===== config.mk =====
export PLATFORM = sky130hd
export DESIGN_NAME = imem_loader
export DESIGN_NICKNAME = d
export VERILOG_FILES = /design/src/rtl/imem_loader_pkg.sv /design/src/rtl/imem_array.sv /design/src/rtl/imem_loader.sv
export SDC_FILE = /design/constraint.sdc
export NUM_CORES = 2
export LEC_CHECK = 0
export ABC_AREA = 1
export CAP_MARGIN = 30
export CORE_ASPECT_RATIO = 1.2
export CORE_MARGIN = 8
export CORE_UTILIZATION = 41
export CTS_CLUSTER_SIZE = 10
export DETAILED_ROUTE_END_ITERATION = 8
export GPL_ROUTABILITY_DRIVEN = 0
export PLACE_DENSITY = 0.58
export SLEW_MARGIN = 25
export SYNTH_ARGS = -nofsm -noshare
export SYNTH_HDL_FRONTEND = slang
export SYNTH_HIERARCHICAL = 1
export SYNTH_SLANG_ARGS = --single-unit

===== constraint.sdc =====
create_clock -name clk -period 5.09 [get_ports clk]
set_clock_uncertainty 0.05 [all_clocks]
set_input_delay 1.018 -clock clk [delete_from_list [all_inputs] [get_ports clk]]
set_output_delay 1.018 -clock clk [all_outputs]
set_load 0.005 [all_outputs]

===== src/rtl/imem_loader_pkg.sv =====
`default_nettype none
// ============================================================================
//  Module      : imem_loader_pkg
//  Description : Shared constants for the instruction-memory loader: FSM state
//                encodings, default fill instruction and length encoding.
//  Revision    : 1.0 - initial release
// ============================================================================
package imem_loader_pkg;

  // FSM state encoding
  localparam int         STATE_W  = 3;
  localparam logic [2:0] ST_IDLE  = 3'd0;
  localparam logic [2:0] ST_LEN   = 3'd1;
  localparam logic [2:0] ST_DATA  = 3'd2;
  localparam logic [2:0] ST_CSUM  = 3'd3;
  localparam logic [2:0] ST_RUN   = 3'd4;
  localparam logic [2:0] ST_ERR   = 3'd5;

  // Instruction presented to the core while it is held (a NOP-like value)
  localparam logic [7:0] FILL_DEFAULT = 8'h00;

  // A length byte of zero encodes the full memory depth (256 for 8-bit addresses)
  localparam bit LEN_ZERO_MEANS_MAX = 1'b1;

endpackage : imem_loader_pkg
`default_nettype wire


===== src/rtl/imem_array.sv =====
`default_nettype none
// ============================================================================
//  Module      : imem_array
//  Description : DEPTH x DATA_W instruction storage, one synchronous write
//                port and one asynchronous (combinational) read port.
//                Contents are deliberately not reset.
//  Revision    : 1.0 - initial release
// ============================================================================
module imem_array #(
  parameter int ADDR_W = 8,
  parameter int DATA_W = 8
) (
  input  logic              clk,
  input  logic              i_we,
  input  logic [ADDR_W-1:0] i_waddr,
  input  logic [DATA_W-1:0] i_wdata,
  input  logic [ADDR_W-1:0] i_raddr,
  output logic [DATA_W-1:0] o_rdata
);

  localparam int DEPTH = 2 ** ADDR_W;

  logic [DATA_W-1:0] r_mem [DEPTH];

  // Write port: one word per clock when enabled; no reset so a program survives rst
  always_ff @(posedge clk) begin
    if (i_we) begin
      r_mem[i_waddr] <= i_wdata;
    end
  end

  // Zero-latency read for the core's fetch path
  assign o_rdata = r_mem[i_raddr];

endmodule : imem_array
`default_nettype wire


===== src/rtl/imem_loader.sv =====
`default_nettype none
// ============================================================================
//  Module      : imem_loader
//  Description : Instruction-memory stage in front of the 8-bit core. Serves
//                fetches combinationally and accepts a length-prefixed,
//                checksummed program from a host over a valid/ready byte
//                stream, holding the core until a verified program (or an
//                explicit run request) is available.
//  Revision    : 1.0 - initial release
// ============================================================================
module imem_loader
  import imem_loader_pkg::*;
#(
  parameter int                ADDR_W = 8,
  parameter int                DATA_W = 8,
  parameter logic [DATA_W-1:0] FILL   = DATA_W'(FILL_DEFAULT)
) (
  input  logic              clk,
  input  logic              rst,            // asynchronous, active-low
  input  logic [ADDR_W-1:0] read_address,
  output logic [DATA_W-1:0] inst,
  input  logic              load_start,
  input  logic              run_req,
  input  logic              load_valid,
  input  logic [DATA_W-1:0] load_data,
  output logic              load_ready,
  output logic              cpu_hold,
  output logic              load_done,
  output logic              load_err,
  output logic [ADDR_W:0]   prog_len
);

  localparam int LEN_W = ADDR_W + 1;
  localparam int DEPTH = 2 ** ADDR_W;

  logic [STATE_W-1:0] r_state;
  logic               r_hold;
  logic               r_done;
  logic               r_err;
  logic [LEN_W-1:0]   r_prog_len;
  logic [LEN_W-1:0]   r_remaining;
  logic [ADDR_W-1:0]  r_wr_ptr;
  logic [DATA_W-1:0]  r_csum;

  logic               w_xfer;
  logic               w_we;
  logic [LEN_W-1:0]   w_len_ext;
  logic [LEN_W-1:0]   w_len_dec;
  logic [DATA_W-1:0]  w_csum_next;
  logic [DATA_W-1:0]  w_rdata;

  // Ready only while a download is in progress
  assign load_ready = (r_state == ST_LEN) || (r_state == ST_DATA) || (r_state == ST_CSUM);

  // load_start has priority: a byte presented on the same cycle is dropped
  assign w_xfer = load_valid && load_ready && !load_start;

  // Length byte decode: zero stands for the full depth
  assign w_len_ext = LEN_W'(load_data);
  assign w_len_dec = (LEN_ZERO_MEANS_MAX && (w_len_ext == '0)) ? LEN_W'(DEPTH) : w_len_ext;

  // Running byte sum; also used as the final check against the checksum byte
  assign w_csum_next = r_csum + load_data;

  assign w_we = (r_state == ST_DATA) && w_xfer;

  // Download FSM, counters, checksum and status flags
  always_ff @(posedge clk or negedge rst) begin
    if (!rst) begin
      r_state     <= ST_IDLE;
      r_hold      <= 1'b1;
      r_done      <= 1'b0;
      r_err       <= 1'b0;
      r_prog_len  <= '0;
      r_remaining <= '0;
      r_wr_ptr    <= '0;
      r_csum      <= '0;
    end else begin
      r_done <= 1'b0;
      if (load_start) begin
        r_state  <= ST_LEN;
        r_hold   <= 1'b1;
        r_err    <= 1'b0;
        r_wr_ptr <= '0;
        r_csum   <= '0;
      end else begin
        case (r_state)
          ST_IDLE, ST_ERR: begin
            if (run_req) begin
              r_state <= ST_RUN;
              r_hold  <= 1'b0;
              r_err   <= 1'b0;
            end
          end
          ST_LEN: begin
            if (w_xfer) begin
              r_remaining <= w_len_dec;
              r_prog_len  <= w_len_dec;
              r_state     <= ST_DATA;
            end
          end
          ST_DATA: begin
            if (w_xfer) begin
              r_csum      <= w_csum_next;
              r_wr_ptr    <= r_wr_ptr + 1'b1;
              r_remaining <= r_remaining - 1'b1;
              if (r_remaining == LEN_W'(1)) begin
                r_state <= ST_CSUM;
              end
            end
          end
          ST_CSUM: begin
            if (w_xfer) begin
              if (w_csum_next == '0) begin
                r_state <= ST_RUN;
                r_hold  <= 1'b0;
                r_done  <= 1'b1;
              end else begin
                r_state <= ST_ERR;
                r_err   <= 1'b1;
              end
            end
          end
          ST_RUN: begin
            r_state <= ST_RUN;
          end
          default: begin
            r_state <= ST_IDLE;
            r_hold  <= 1'b1;
          end
        endcase
      end
    end
  end

  imem_array #(
    .ADDR_W (ADDR_W),
    .DATA_W (DATA_W)
  ) u_array (
    .clk     (clk),
    .i_we    (w_we),
    .i_waddr (r_wr_ptr),
    .i_wdata (load_data),
    .i_raddr (read_address),
    .o_rdata (w_rdata)
  );

  // The core sees a harmless fill value whenever it is held
  assign inst      = r_hold ? FILL : w_rdata;
  assign cpu_hold  = r_hold;
  assign load_done = r_done;
  assign load_err  = r_err;
  assign prog_len  = r_prog_len;

endmodule : imem_loader
`default_nettype wire


==> flow_metrics.env <==
export IMPL_outcome="completed"
export IMPL_synth_top_cell_area_share_pct=71.6
export IMPL_relSlewSlack_pct=29.8
export IMPL_placed_cell_area_mm2=0.0908
export IMPL_synth_compound_area_share_pct=0.380
export IMPL_drc=0
export IMPL_cts_max_level=4
export IMPL_timing_fmax_ghz=0.198
export IMPL_clkSinkCount=2088
export IMPL_synth_flop_cell="edfxtp_1"
export IMPL_synth_xor_area_share_pct=0.0510
export IMPL_synth_top_family_by_area="simple AND/OR/NAND/NOR gates"
export IMPL_power_density_mw_per_mm2=373
export IMPL_crit_path_cell_trace="buf_8, clkinv_16, buf_12, buf_12, nand2_1, nand3_1, nand3_1, nand3_1, nand3_1, nand3_1, nand3_1, nand2_1, nand2_1, nand2_2, inv_1, nor2_1, clkdlybuf4s50_1"
export IMPL_fin_ws_ns=0.0460
export IMPL_finalSetupViolations=0
export IMPL_yosys_area_top_type="edfxtp_1"
export IMPL_worst_path_max_fanout=42
export IMPL_fill_cells=18600
export IMPL_register_area_mm2=0.0625
export IMPL_ys_warn_count=6
export IMPL_totalNegativeSetupSlack_ns=0
export IMPL_vias=57200
export IMPL_synth_edff_count=2048
export IMPL_grt_pass1_vias=56100
export IMPL_crit_top_cell="nand3_1"
export IMPL_clockBufferDepth=3
export IMPL_crit_path_end_kind="output port"
export IMPL_drt_initial_drc_count=6345
export IMPL_critPathRequiredTime_ns=4.02
export IMPL_place_ws_ns=-0.297
export IMPL_vias_per_cell=5.56
export IMPL_ys_ff_latch=2088
export IMPL_crit_arrival_ns=3.98
export IMPL_syn_nets=7371
export IMPL_path_clk_slew_ns=0.05
export IMPL_drt_wirelength_per_cell_um=24.1
export IMPL_critPathMaxStageDelay_ns=0.51
export IMPL_portBuffers=41
export IMPL_grt_usage_pct=21.4
export IMPL_ys_seq_area_share_pct=72.8
export IMPL_yosys_area_share_adder_pct=0.169
export IMPL_grt_pass1_wl_um=363000
export IMPL_antenna_found_initial=8
export IMPL_fin_util_pct=46.6
export IMPL_leakagePower_nw=34.1
export IMPL_tightest_slew_ns=1.05
export IMPL_synth_simple_area_share_pct=23.3
export IMPL_min_period_over_period_pct=99.1
export IMPL_synthMuxAreaShare_pct=0
export IMPL_netlist_instances=7339
export IMPL_totalWireLength_um=248000
export IMPL_yosysMostFrequentCell="nand2_1"
export IMPL_ys_types=44
export IMPL_final_area_mm2=0.0973
export IMPL_layout_nets=7481
export IMPL_clockRootBuffer="clkbuf_16"
export IMPL_synth_async_reset_ratio_pct=1.92
export IMPL_r2r_start="r_state[0]"
export IMPL_layout_min_cycle_time_ns=5.04
export IMPL_drtAntennaViolNets=0
export IMPL_rsz0062_at_grt="yes"
export IMPL_vdd_drop_max_uv=393
export IMPL_drive_above_1_share_pct=8.63
export IMPL_firstDrtPassIters=7
export IMPL_die_w_um=434
export IMPL_cp_start_kind="input port"
export IMPL_hold_class="flop to flop"
export IMPL_grt_remaining_overflow=0
export IMPL_fp_dieH_um=517
export IMPL_grt_max_degree=141
export IMPL_num_rows=184
export IMPL_finalMaxSlewViolations=0
export IMPL_hold_viol=0
export IMPL_path_class="input port to output port"
export IMPL_drv_cap=0
export IMPL_startpoint="read_address[0]"
export IMPL_floorplan_die_area_mm2=0.224
export IMPL_cts_tree="built"
export IMPL_start_util_pct=41.1
export IMPL_slowest_stage="clkdlybuf4s50_1"
export IMPL_multi_input_area_mm2=0.0206
export IMPL_syn_area_per_cell_um2=11.7
export IMPL_area_growth_pct=13.4
export IMPL_core_mm2=0.209
export IMPL_yosys_top_cells_area="edfxtp_1 72%, nand3_1 12%, nand2_1 9.6%"
export IMPL_synth_area_mm2=0.0858
export IMPL_insertion_delay_ns=0.86
export IMPL_dp_final_hpwl_um=146000
export IMPL_ios=42
export IMPL_synth_top_cells_by_count="2202 x nand2_1, 2052 x nand3_1, 2048 x edfxtp_1, 314 x nor2_1, 269 x buf_2"
export IMPL_hp_start="prog_len[1]"
export IMPL_cts_buffers=228
## where the power goes
group / leakage [nW] / switching (mW) / internal (mW)
Clock: 2.99 / 6.34 / 8.05
Sequential: 18.9 / 0.100 / 19.0
Combinational: 12.2 / 1.97 / 0.890
## final cells by class
cell class | instances | share of cell area [%]
Antenna cell | 1 | 0.00257
Clock buffer | 264 | 6.02
Clock inverter | 18 | 0.276
Inverter | 95 | 0.422
Multi-Input combinational cell | 4669 | 21.1
Sequential cell | 2088 | 64.2
Tap cell | 2790 | 3.59
Timing Repair Buffer | 367 | 4.35
## final timing paths
path,endpoint,slack (ns),depth (start not counted)
hold reg to reg,prog_len[1],0.43,2
hold / removal,prog_len[1],0.43,2
setup / recovery,inst[1],0.05,17
setup reg to reg,u_array/r_mem[178][3],1.54,9
min in group asynchronous,prog_len[1],0.59,2
max in group asynchronous,cpu_hold,3.84,3
## metrics by stage
step           instances  total power, mW  hold slack [ns]
5_1_grt            10300             37.4            0.453
2_1_floorplan       7339             20.9            0.414
4_1_cts            10300             36.5            0.431
3_5_place_dp        9995             22.2            0.414
3_3_place_gp        9994             22.2            0.412
6_report           10300             36.3            0.426
## layer usage
metal	global-route usage [%]	part of all wire, %	routed length (um)	up-vias
met5	0	0	0	-
met4	8.40	4.1	10000	0
met3	3.11	7.5	18700	486
met2	35.5	48	119000	2440
met1	28.6	40	99800	28300
li1	-	-	-	26000
## flip-flops by register name (all words and copies together), names as in the netlist, 3 cells and up
name	flops
u_array/r_mem	2048
prog_len	9
r_state	3
r_csum	8
r_remaining	9
r_wr_ptr	8
## repair_timing
action | CTS | global route
buffers inserted | 0 | 5
hold endpoints to repair | 6 | 0
gates resized for setup | 11 | 18
hold buffers | 1 | 0
cloned | 2 | 6
endpoints found under the setup margin | 3 | 8
pin swaps | 0 | 1
## kinds of logic after synthesis
| kind of cell | Yosys count |
|---|---|
| AO/OA/AOI/OAI | 54 |
| adder cells (fa/ha/maj) | 11 |
| AND/OR/NAND/NOR | 4599 |
| flip-flops | 2088 |
| buffers and inverters | 582 |
| XOR/XNOR | 5 |
## layout by cell type, fill, tap and decap left out, types with 3 or more instances in the layout
master,n
inv_1,82
buf_12,78
clkbuf_1,35
inv_4,3
o21ai_2,5
clkdlybuf4s50_1,26
ha_1,10
inv_16,4
buf_4,227
nand3_2,7
clkbuf_16,235
nor2_4,7
buf_6,5
buf_8,11
inv_6,4
xor2_1,4
clkinv_8,5
nand2_4,3
o211ai_1,3
buf_16,9
nand2_1,2187
dfrtp_1,39
nand2_2,19
o21ai_0,19
nand4_1,3
a21oi_1,17
inv_2,5
clkinv_1,4
nor2_1,312
edfxtp_1,2048
nor3_1,6
nand3_1,2046
o21ai_1,3
## critical path, delay by kind of cell
kind	cells	cell delay, ns
simple gates	11	1.42
buf+inv	6	1.41
Power figures use the tool's default switching activity.
